[src/rtl/demux_pkg.sv]
// demux_pkg: shared channel count, select type and select-to-channel decode for demux_1to7
package demux_pkg;
  localparam int NUM_CH = 7;
  localparam int CNT_W = 8;
  typedef logic [2:0] sel_t;
  function automatic logic [2:0] sel_to_ch(input sel_t s);
    return (s == 3'd7) ? 3'd6 : s;
  endfunction
endpackage

[src/rtl/demux_slot.sv]
// demux_slot: one-deep channel holding register with full flag and load/drain handshake
// optional per-channel transfer counter under DEMUX_CNT_EN
module demux_slot
  import demux_pkg::*;
#(
  parameter int WIDTH = 8
) (
  input  logic             clk,
  input  logic             rst,
  input  logic             i_load,
  input  logic [WIDTH-1:0] i_data,
  input  logic             i_ready,
  output logic [WIDTH-1:0] o_data,
  output logic             o_full
`ifdef DEMUX_CNT_EN
  ,
  output logic [CNT_W-1:0] o_cnt
`endif
);
  logic             r_full;
  logic [WIDTH-1:0] r_data;
  // a load in the same cycle as a drain keeps the slot full with the new word
  always_ff @(posedge clk)
    if (rst) begin
      r_full <= 1'b0;
      r_data <= '0;
    end else if (i_load) begin
      r_full <= 1'b1;
      r_data <= i_data;
    end else if (i_ready) begin
      r_full <= 1'b0;
    end
  assign o_data = r_data;
  assign o_full = r_full;
`ifdef DEMUX_CNT_EN
  logic [CNT_W-1:0] r_cnt;
  always_ff @(posedge clk)
    if (rst) r_cnt <= '0;
    else if (i_load) r_cnt <= r_cnt + 1'b1;
  assign o_cnt = r_cnt;
`endif
endmodule

[src/rtl/demux_1to7.sv]
// demux_1to7: registered 1:7 demux with per-channel valid/ready; select 7 aliases channel 6
// DEMUX_CNT_EN adds per-channel accept counters and the cnt readback port
module demux_1to7
  import demux_pkg::*;
#(
  parameter int WIDTH = 8
) (
  input  logic              clk,
  input  logic              rst,
  input  logic [WIDTH-1:0]  i,
  input  logic              i_valid,
  output logic              i_ready,
  input  logic              sel0,
  input  logic              sel1,
  input  logic              sel2,
  output logic [WIDTH-1:0]  o0,
  output logic [WIDTH-1:0]  o1,
  output logic [WIDTH-1:0]  o2,
  output logic [WIDTH-1:0]  o3,
  output logic [WIDTH-1:0]  o4,
  output logic [WIDTH-1:0]  o5,
  output logic [WIDTH-1:0]  o6,
  output logic [NUM_CH-1:0] o_valid,
  input  logic [NUM_CH-1:0] o_ready
`ifdef DEMUX_CNT_EN
  ,
  output logic [CNT_W-1:0]  cnt
`endif
);
  logic [2:0]        w_ch;
  logic [NUM_CH-1:0] w_load;
  logic [WIDTH-1:0]  w_data [NUM_CH];
`ifdef DEMUX_CNT_EN
  logic [CNT_W-1:0]  w_cnt [NUM_CH];
`endif
  assign w_ch = sel_to_ch({sel2, sel1, sel0});
  // only the addressed channel can stall the producer
  assign i_ready = !o_valid[w_ch] | o_ready[w_ch];
  for (genvar g = 0; g < NUM_CH; g++) begin : g_slot
    assign w_load[g] = i_valid & i_ready & (w_ch == 3'(g));
    demux_slot #(.WIDTH(WIDTH)) u_slot (
      .clk    (clk),
      .rst    (rst),
      .i_load (w_load[g]),
      .i_data (i),
      .i_ready(o_ready[g]),
      .o_data (w_data[g]),
      .o_full (o_valid[g])
`ifdef DEMUX_CNT_EN
      ,
      .o_cnt  (w_cnt[g])
`endif
    );
  end
  assign o0 = w_data[0];
  assign o1 = w_data[1];
  assign o2 = w_data[2];
  assign o3 = w_data[3];
  assign o4 = w_data[4];
  assign o5 = w_data[5];
  assign o6 = w_data[6];
`ifdef DEMUX_CNT_EN
  assign cnt = w_cnt[w_ch];
`endif
endmodule

[config.mk]
export PLATFORM = sky130hd
export DESIGN_NAME = demux_1to7
export DESIGN_NICKNAME = d
export VERILOG_FILES = /design/src/rtl/demux_pkg.sv /design/src/rtl/demux_slot.sv /design/src/rtl/demux_1to7.sv
export SDC_FILE = /design/constraint.sdc
export NUM_CORES = 1
export LEC_CHECK = 0
export CORE_MARGIN = 5
export CORE_UTILIZATION = 42
export CTS_CLUSTER_DIAMETER = 60
export DETAILED_ROUTE_END_ITERATION = 8
export GPL_ROUTABILITY_DRIVEN = 1
export GPL_TIMING_DRIVEN = 0
export PLACE_DENSITY = 0.74
export SLEW_MARGIN = 20
export SYNTH_ARGS = -nofsm -noshare
export SYNTH_HDL_FRONTEND = slang
export SYNTH_SLANG_ARGS = --single-unit
export TNS_END_PERCENT = 30
[constraint.sdc]
create_clock -name clk -period 1.3 [get_ports clk]
set_input_delay 0.195 -clock clk [delete_from_list [all_inputs] [get_ports clk]]
set_output_delay 0.195 -clock clk [all_outputs]
set_load 0.03 [all_outputs]
==> results.sh, run 1 <==
export IMPL_setup_ws_ns=-0.535
export IMPL_synthDistinctLibCells=26
export IMPL_slew_violations=0
export IMPL_post_synth_top_count_cell="dfxtp_1"
export IMPL_hold_path_class="in -> reg"
export IMPL_critical_path_arrival_ns=1.64
export IMPL_drive_gt1_share_pct=22.9
export IMPL_syn_to_final_growth_pct=42.8
export IMPL_drc=0
export IMPL_dr_pass1_iters=5
export IMPL_reg2reg_slack_ns=0.05
export IMPL_rsz0062_at_grt="true"
export IMPL_fin_util_pct=61.5
export IMPL_fp_dieH_um=90.4
export IMPL_cp_slowest_cell="mux4_2"
export IMPL_synthArstFlopShare_pct=0
export IMPL_cp_slowest_stage_delay_ns=0.48
export IMPL_fill_cells=557
export IMPL_yosysTopAreaCell="dfxtp_1"
export IMPL_cts_clk_slew_worst_paths_ns=0.07
export IMPL_timing_rr_start="g_slot[3].u_slot.o_full"
export IMPL_yosys_warnings=0
export IMPL_path_max_fanout=3
export IMPL_vias=2772
export IMPL_antenna_found_initial=0
export IMPL_critPathLaunchType="flip-flop"
export IMPL_worstHoldPathCells=2
export IMPL_grt_start_max_net_pins=11
export IMPL_start_util_pct=43.0
export IMPL_r2r_cells=6
export IMPL_min_to="g_slot[5].u_slot.o_data[2]"
export IMPL_timing_fmax_mhz=545
export IMPL_clk_latency_ns=0.34
export IMPL_syn_inst=311
export IMPL_pre_cts_slack_ns=-1.03
export IMPL_grt_usage_pct=20.1
export IMPL_num_rows=29
export IMPL_status="finished, violations left"
export IMPL_hold_path_startpoint="rst"
export IMPL_routed_wl_mm=8.30
export IMPL_diodes=0
export IMPL_grt_pass1_wl_mm=13.2
export IMPL_first_global_vias=2508
export IMPL_power_leakage_uw=0.00152
export IMPL_synthFlopType="dfxtp_1"
export IMPL_hpwlAfterDp_mm=5.49
export IMPL_worst_slew_pin_slew_ns=0.527
export IMPL_violations="negative setup slack"
export IMPL_critPathRequiredTime_ns=1.11
export IMPL_dr_first_iter_drc_count=229
export IMPL_period_share_pct=141
export IMPL_pin_count=85
export IMPL_avgSynthCellArea_sq_um=8.74
export IMPL_hold_violations=0
export IMPL_cts_sinks=63
export IMPL_hold_buffers=0
export IMPL_core_sq_um=6310
export IMPL_cap_violations=0
export IMPL_r2r_end="g_slot[3].u_slot.o_data[4]"
export IMPL_crit_buf_inv=2
export IMPL_htree_levels=3
export IMPL_worstPathCellList="nor2b_1 > buf_4 > mux2i_1 > mux4_2 > buf_6"
export IMPL_die_w_um=90.4
export IMPL_fin_crit_ns=1.83
export IMPL_synth_yosys_seq_area_share_pct=46.4
export IMPL_wire_per_inst_um=16.7
export IMPL_synth_area_top_cells="dfxtp_1 (46%), a21oi_1 (11%), nand3_1 (10%)"
export IMPL_cp_end_kind="primary output"
export IMPL_finalClockSkew_ns=0.00923
export IMPL_synth_commonest_cells="dfxtp_1 (63), a21oi_1 (62), nand3_1 (57)"
export IMPL_critPathTopFamily="multiplexers"
export IMPL_synthesis_nets=332
export IMPL_post_drt_via_cell_ratio=5.58
export IMPL_ir_worst_vdd_uv=659
export IMPL_synth_top_area_share_pct=46.4
export IMPL_synth_area_sq_um=2720
export IMPL_max_clock_path_buffers=2
export IMPL_grt_overflow=0
export IMPL_cts_root_buf="clkbuf_8"
export IMPL_ant_nets=0
export IMPL_path_class="reg -> out"
export IMPL_slew_headroom_pct=64.9
export IMPL_cts_buffers=9
export IMPL_ys_ff_latch=63
export IMPL_routabilityCongestion=0.786
export IMPL_setup_viol=1
export IMPL_port_buffer_count=83
export IMPL_nNetsFinal=436
export IMPL_die_area_sq_um=8180
export IMPL_synth_edff_count=0
export IMPL_whs_ns=0.0833
export IMPL_tritoncts="done"
export IMPL_setup_tns_final_ns=-0.535
export IMPL_power_density_nw_per_um2=1060
## stage by stage
stage / total power (uW) / instance area [sq um] / instances
after detailed placement: 2550 / 3650 / 471
after global placement: 2540 / 3650 / 471
after CTS: 4120 / 3860 / 493
after floorplan: 2310 / 2730 / 311
after global routing: 4280 / 3880 / 497
final: 4110 / 3880 / 497
## placed cells by master, fill, tap and decap left out
| master | instances |
|---|---|
| clkbuf_1 | 11 |
| clkdlybuf4s15_2 | 5 |
| or4b_1 | 1 |
| mux4_2 | 1 |
| buf_2 | 8 |
| a21oi_2 | 1 |
| nor2b_1 | 4 |
| buf_4 | 28 |
| nor2b_4 | 2 |
| nand4bb_1 | 3 |
| buf_6 | 4 |
| nor2b_2 | 1 |
| and3_1 | 1 |
| nand2b_1 | 6 |
| dfxtp_2 | 6 |
| dlygate4sd2_1 | 17 |
| nand4b_1 | 2 |
| mux2i_1 | 3 |
| dlygate4sd1_1 | 2 |
| and4b_1 | 2 |
| nand3_1 | 57 |
| nand2b_2 | 1 |
| clkinv_2 | 3 |
| dfxtp_1 | 57 |
| o21ai_2 | 8 |
| dlymetal6s2s_1 | 1 |
| buf_12 | 1 |
| a21oi_1 | 62 |
| clkbuf_2 | 13 |
| clkbuf_8 | 13 |
| o21ai_1 | 5 |
| clkdlybuf4s15_1 | 29 |
| and4bb_1 | 3 |
| nor4b_4 | 1 |
| o21ai_0 | 43 |
| clkdlybuf4s50_1 | 15 |
## state kept, by name (all words and copies together), names as in the netlist
| signal | cells |
|---|---|
| g_slot.u_slot.o_data | 56 |
| g_slot.u_slot.o_full | 7 |
## cell families after synthesis
kind of cell           Yosys count  synth area share [%]
flip-flops                      63                  46.4
multiplexers                     4                  1.93
AO/OA/AOI/OAI                  119                  23.2
AND/OR/NAND/NOR                 84                  19.3
buffers and inverters           41                  9.21
## final cells by class
cell class	instances	area [sq um]	area share, %
Buffer	40	268	6.90
Clock buffer	13	179	4.61
Clock inverter	3	15.0	0.387
Multi-Input combinational cell	207	1220	31.5
Sequential cell	63	1270	32.7
Tap cell	77	96.3	2.48
Timing Repair Buffer	94	830	21.4
## report_power, final
group	switching [uW]	leakage, uW	internal [uW]
combinational	302	0.000899	195
clock	721	0.000105	891
sequential	24.6	0.000513	1980
total	1050	0.00152	3060
## repair_timing
action	4_1_cts	5_1_grt
setup buffers	7	4
hold endpoints to repair	0	0
pin swaps	0	1
gates resized for setup	107	56
endpoints found under the setup margin	121	92
## worst max path at each step
stage,start,endpoint,cells after the start
floorplan,g_slot[5].u_slot.o_full,i_ready,4
global placement,sel1,i_ready,4
detailed placement,sel1,i_ready,4
CTS,g_slot[5].u_slot.o_full,i_ready,5
global route,g_slot[3].u_slot.o_full,i_ready,5
finish,g_slot[3].u_slot.o_full,i_ready,5
## per-layer routing
layer | routed length (um) | vias up | GRT usage [%]
met1 | 3660 | 1310 | 26.7
met5 | 0 | - | 0
met4 | 141 | 0 | 9.31
li1 | - | 1320 | -
met2 | 3860 | 125 | 30.2
met3 | 639 | 17 | 5.58
(Power assumes the default switching activity.)
==> inputs of run 2 (changes only) <==
--- a/config.mk
+++ b/config.mk
@@ -5,7 +5,6 @@
 export SDC_FILE = /design/constraint.sdc
 export NUM_CORES = 1
 export LEC_CHECK = 0
-export CORE_MARGIN = 5
 export CORE_UTILIZATION = 42
 export CTS_CLUSTER_DIAMETER = 60
 export DETAILED_ROUTE_END_ITERATION = 8
==> run 2 against run 1 <==
Effect of this change: the flow still finishes with violations (negative setup slack); final cell count fell by 0.60%; worst hold slack improved by 0.0075 ns; die area fell by 17%; flip-flop and latch count did not move; critical path depth did not move; register-to-register slack got worse by 0.02 ns; first-iteration DRC count fell by 28%; sequential share of layout area barely moved; wire length fell by 2.9%; worst setup slack improved by 0.0014 ns.
==> results.sh, run 2 (synthesized netlist as in run 1, its figures left out) <==
export IMPL_setup_viol=1
export IMPL_routabilityCongestion=0.848
export IMPL_fin_crit_ns=1.83
export IMPL_slew_headroom_pct=62.0
export IMPL_start_util_pct=44.6
export IMPL_path_max_fanout=3
export IMPL_finalClockSkew_ns=0.00958
export IMPL_cts_buffers=9
export IMPL_final_cell_mix="a21oi_1 (62), nand3_1 (57), dfxtp_1 (57), o21ai_0 (42), dlygate4sd2_1 (38)"
export IMPL_slew_violations=0
export IMPL_clk_latency_ns=0.33
export IMPL_setup_ws_ns=-0.533
export IMPL_die_area_sq_um=6800
export IMPL_hold_path_class="in -> reg"
export IMPL_cts_sinks=63
export IMPL_ir_worst_vdd_uv=630
export IMPL_grt_overflow=0
export IMPL_worst_slew_pin_slew_ns=0.570
export IMPL_status="finished, violations left"
export IMPL_dr_pass1_iters=4
export IMPL_hold_violations=0
export IMPL_nNetsFinal=435
export IMPL_tritoncts="done"
export IMPL_cap_violations=0
export IMPL_design_area_sq_um=3880
export IMPL_largest_reg_flops=56
export IMPL_ant_nets=0
export IMPL_hpwlAfterDp_mm=5.23
export IMPL_pin_count=85
export IMPL_die_w_um=82.4
export IMPL_htree_levels=3
export IMPL_port_buffer_count=83
export IMPL_critPathLaunchType="flip-flop"
export IMPL_cts_root_buf="clkbuf_8"
export IMPL_timing_fmax_mhz=545
export IMPL_max_clock_path_buffers=2
export IMPL_grt_pass1_wl_mm=12.1
export IMPL_dpl_cell_area_sq_um=3650
export IMPL_hold_buffers=0
export IMPL_violations="negative setup slack"
export IMPL_pre_cts_slack_ns=-1.01
export IMPL_num_rows=28
export IMPL_cp_end_kind="primary output"
export IMPL_grt_start_max_net_pins=11
export IMPL_rsz0062_at_grt="true"
export IMPL_critical_path_arrival_ns=1.64
export IMPL_drc=0
export IMPL_drive_gt1_share_pct=19.6
export IMPL_timing_rr_start="g_slot[4].u_slot.o_full"
export IMPL_post_drt_via_cell_ratio=5.49
export IMPL_cts_clk_slew_worst_paths_ns=0.07
export IMPL_dr_first_iter_drc_count=166
export IMPL_path_class="reg -> out"
export IMPL_final_common_cell="a21oi_1"
export IMPL_power_leakage_uw=0.00157
export IMPL_wire_per_inst_um=16.3
export IMPL_hold_path_startpoint="rst"
export IMPL_startpoint="g_slot[4].u_slot.o_full"
export IMPL_antenna_found_initial=1
export IMPL_fill_cells=563
export IMPL_vias=2714
export IMPL_core_sq_um=6100
export IMPL_period_share_pct=141
export IMPL_syn_to_final_growth_pct=43.0
export IMPL_routed_wl_mm=8.06
export IMPL_grt_usage_pct=24.5
export IMPL_power_density_nw_per_um2=1040
export IMPL_critPathRequiredTime_ns=1.11
export IMPL_first_global_vias=2386
export IMPL_fp_dieH_um=82.4
==> run 2: worst paths after layout <==
check / end / slack [ns] / cells after the start
min: g_slot[5].u_slot.o_data[2] / 0.09 / 2
max: i_ready / -0.53 / 5
max reg2reg: g_slot[4].u_slot.o_data[0] / 0.03 / 6
min reg2reg: g_slot[0].u_slot.o_data[4] / 0.46 / 2
==> run 2: area by class of cell <==
| type | count | area, sq um | share of cell area, % |
|---|---|---|---|
| Timing Repair Buffer | 94 | 852 | 21.9 |
| Clock inverter | 3 | 17.5 | 0.451 |
| Buffer | 39 | 264 | 6.80 |
| Tap cell | 75 | 93.8 | 2.42 |
| Sequential cell | 63 | 1270 | 32.7 |
| Multi-Input combinational cell | 207 | 1220 | 31.4 |
| Antenna cell | 1 | 2.50 | 0.0644 |
| Clock buffer | 12 | 165 | 4.25 |
==> run 2: metrics by stage <==
step           utilization (%)  hold slack (ns)  total power, uW  TNS (ns)  cells
2_1_floorplan                -            0.340             2310    -0.106    311
3_3_place_gp              59.9            0.432             2540    -23.42    469
3_5_place_dp              59.9            0.428             2550    -25.56    469
4_1_cts                   63.2           0.0801             4050    -0.535    490
5_1_grt                   63.7            0.100             4180    -0.685    494
6_report                  63.7           0.0908             4040    -0.533    494
==> run 2: repair_timing <==
action,in CTS,in global routing
setup buffers,7,4
resized for setup,106,31
endpoints found under the setup margin,120,25
==> run 2: layer usage <==
| metal | wire, um | part of all wire [%] | vias to the layer above | global-route usage [%] |
|---|---|---|---|---|
| met5 | 0 | 0 | - | 0 |
| met4 | 138 | 1.7 | 0 | 9.12 |
| met3 | 580 | 7.2 | 14 | 5.49 |
| met2 | 3840 | 48 | 113 | 38.9 |
| met1 | 3500 | 43 | 1264 | 32.4 |
| li1 | - | - | 1323 | - |
==> run 2: where the power goes <==
group          switching (uW)  internal, uW
clock network             715           831
logic                     301           194
registers                24.2          1980
==> run 2: critical path: stages, from the launching register on <==
cell	delay, ns
dfxtp_2	0.34
nor2b_1	0.13
buf_4	0.13
mux2i_1	0.07
mux4_2	0.49
buf_6	0.16
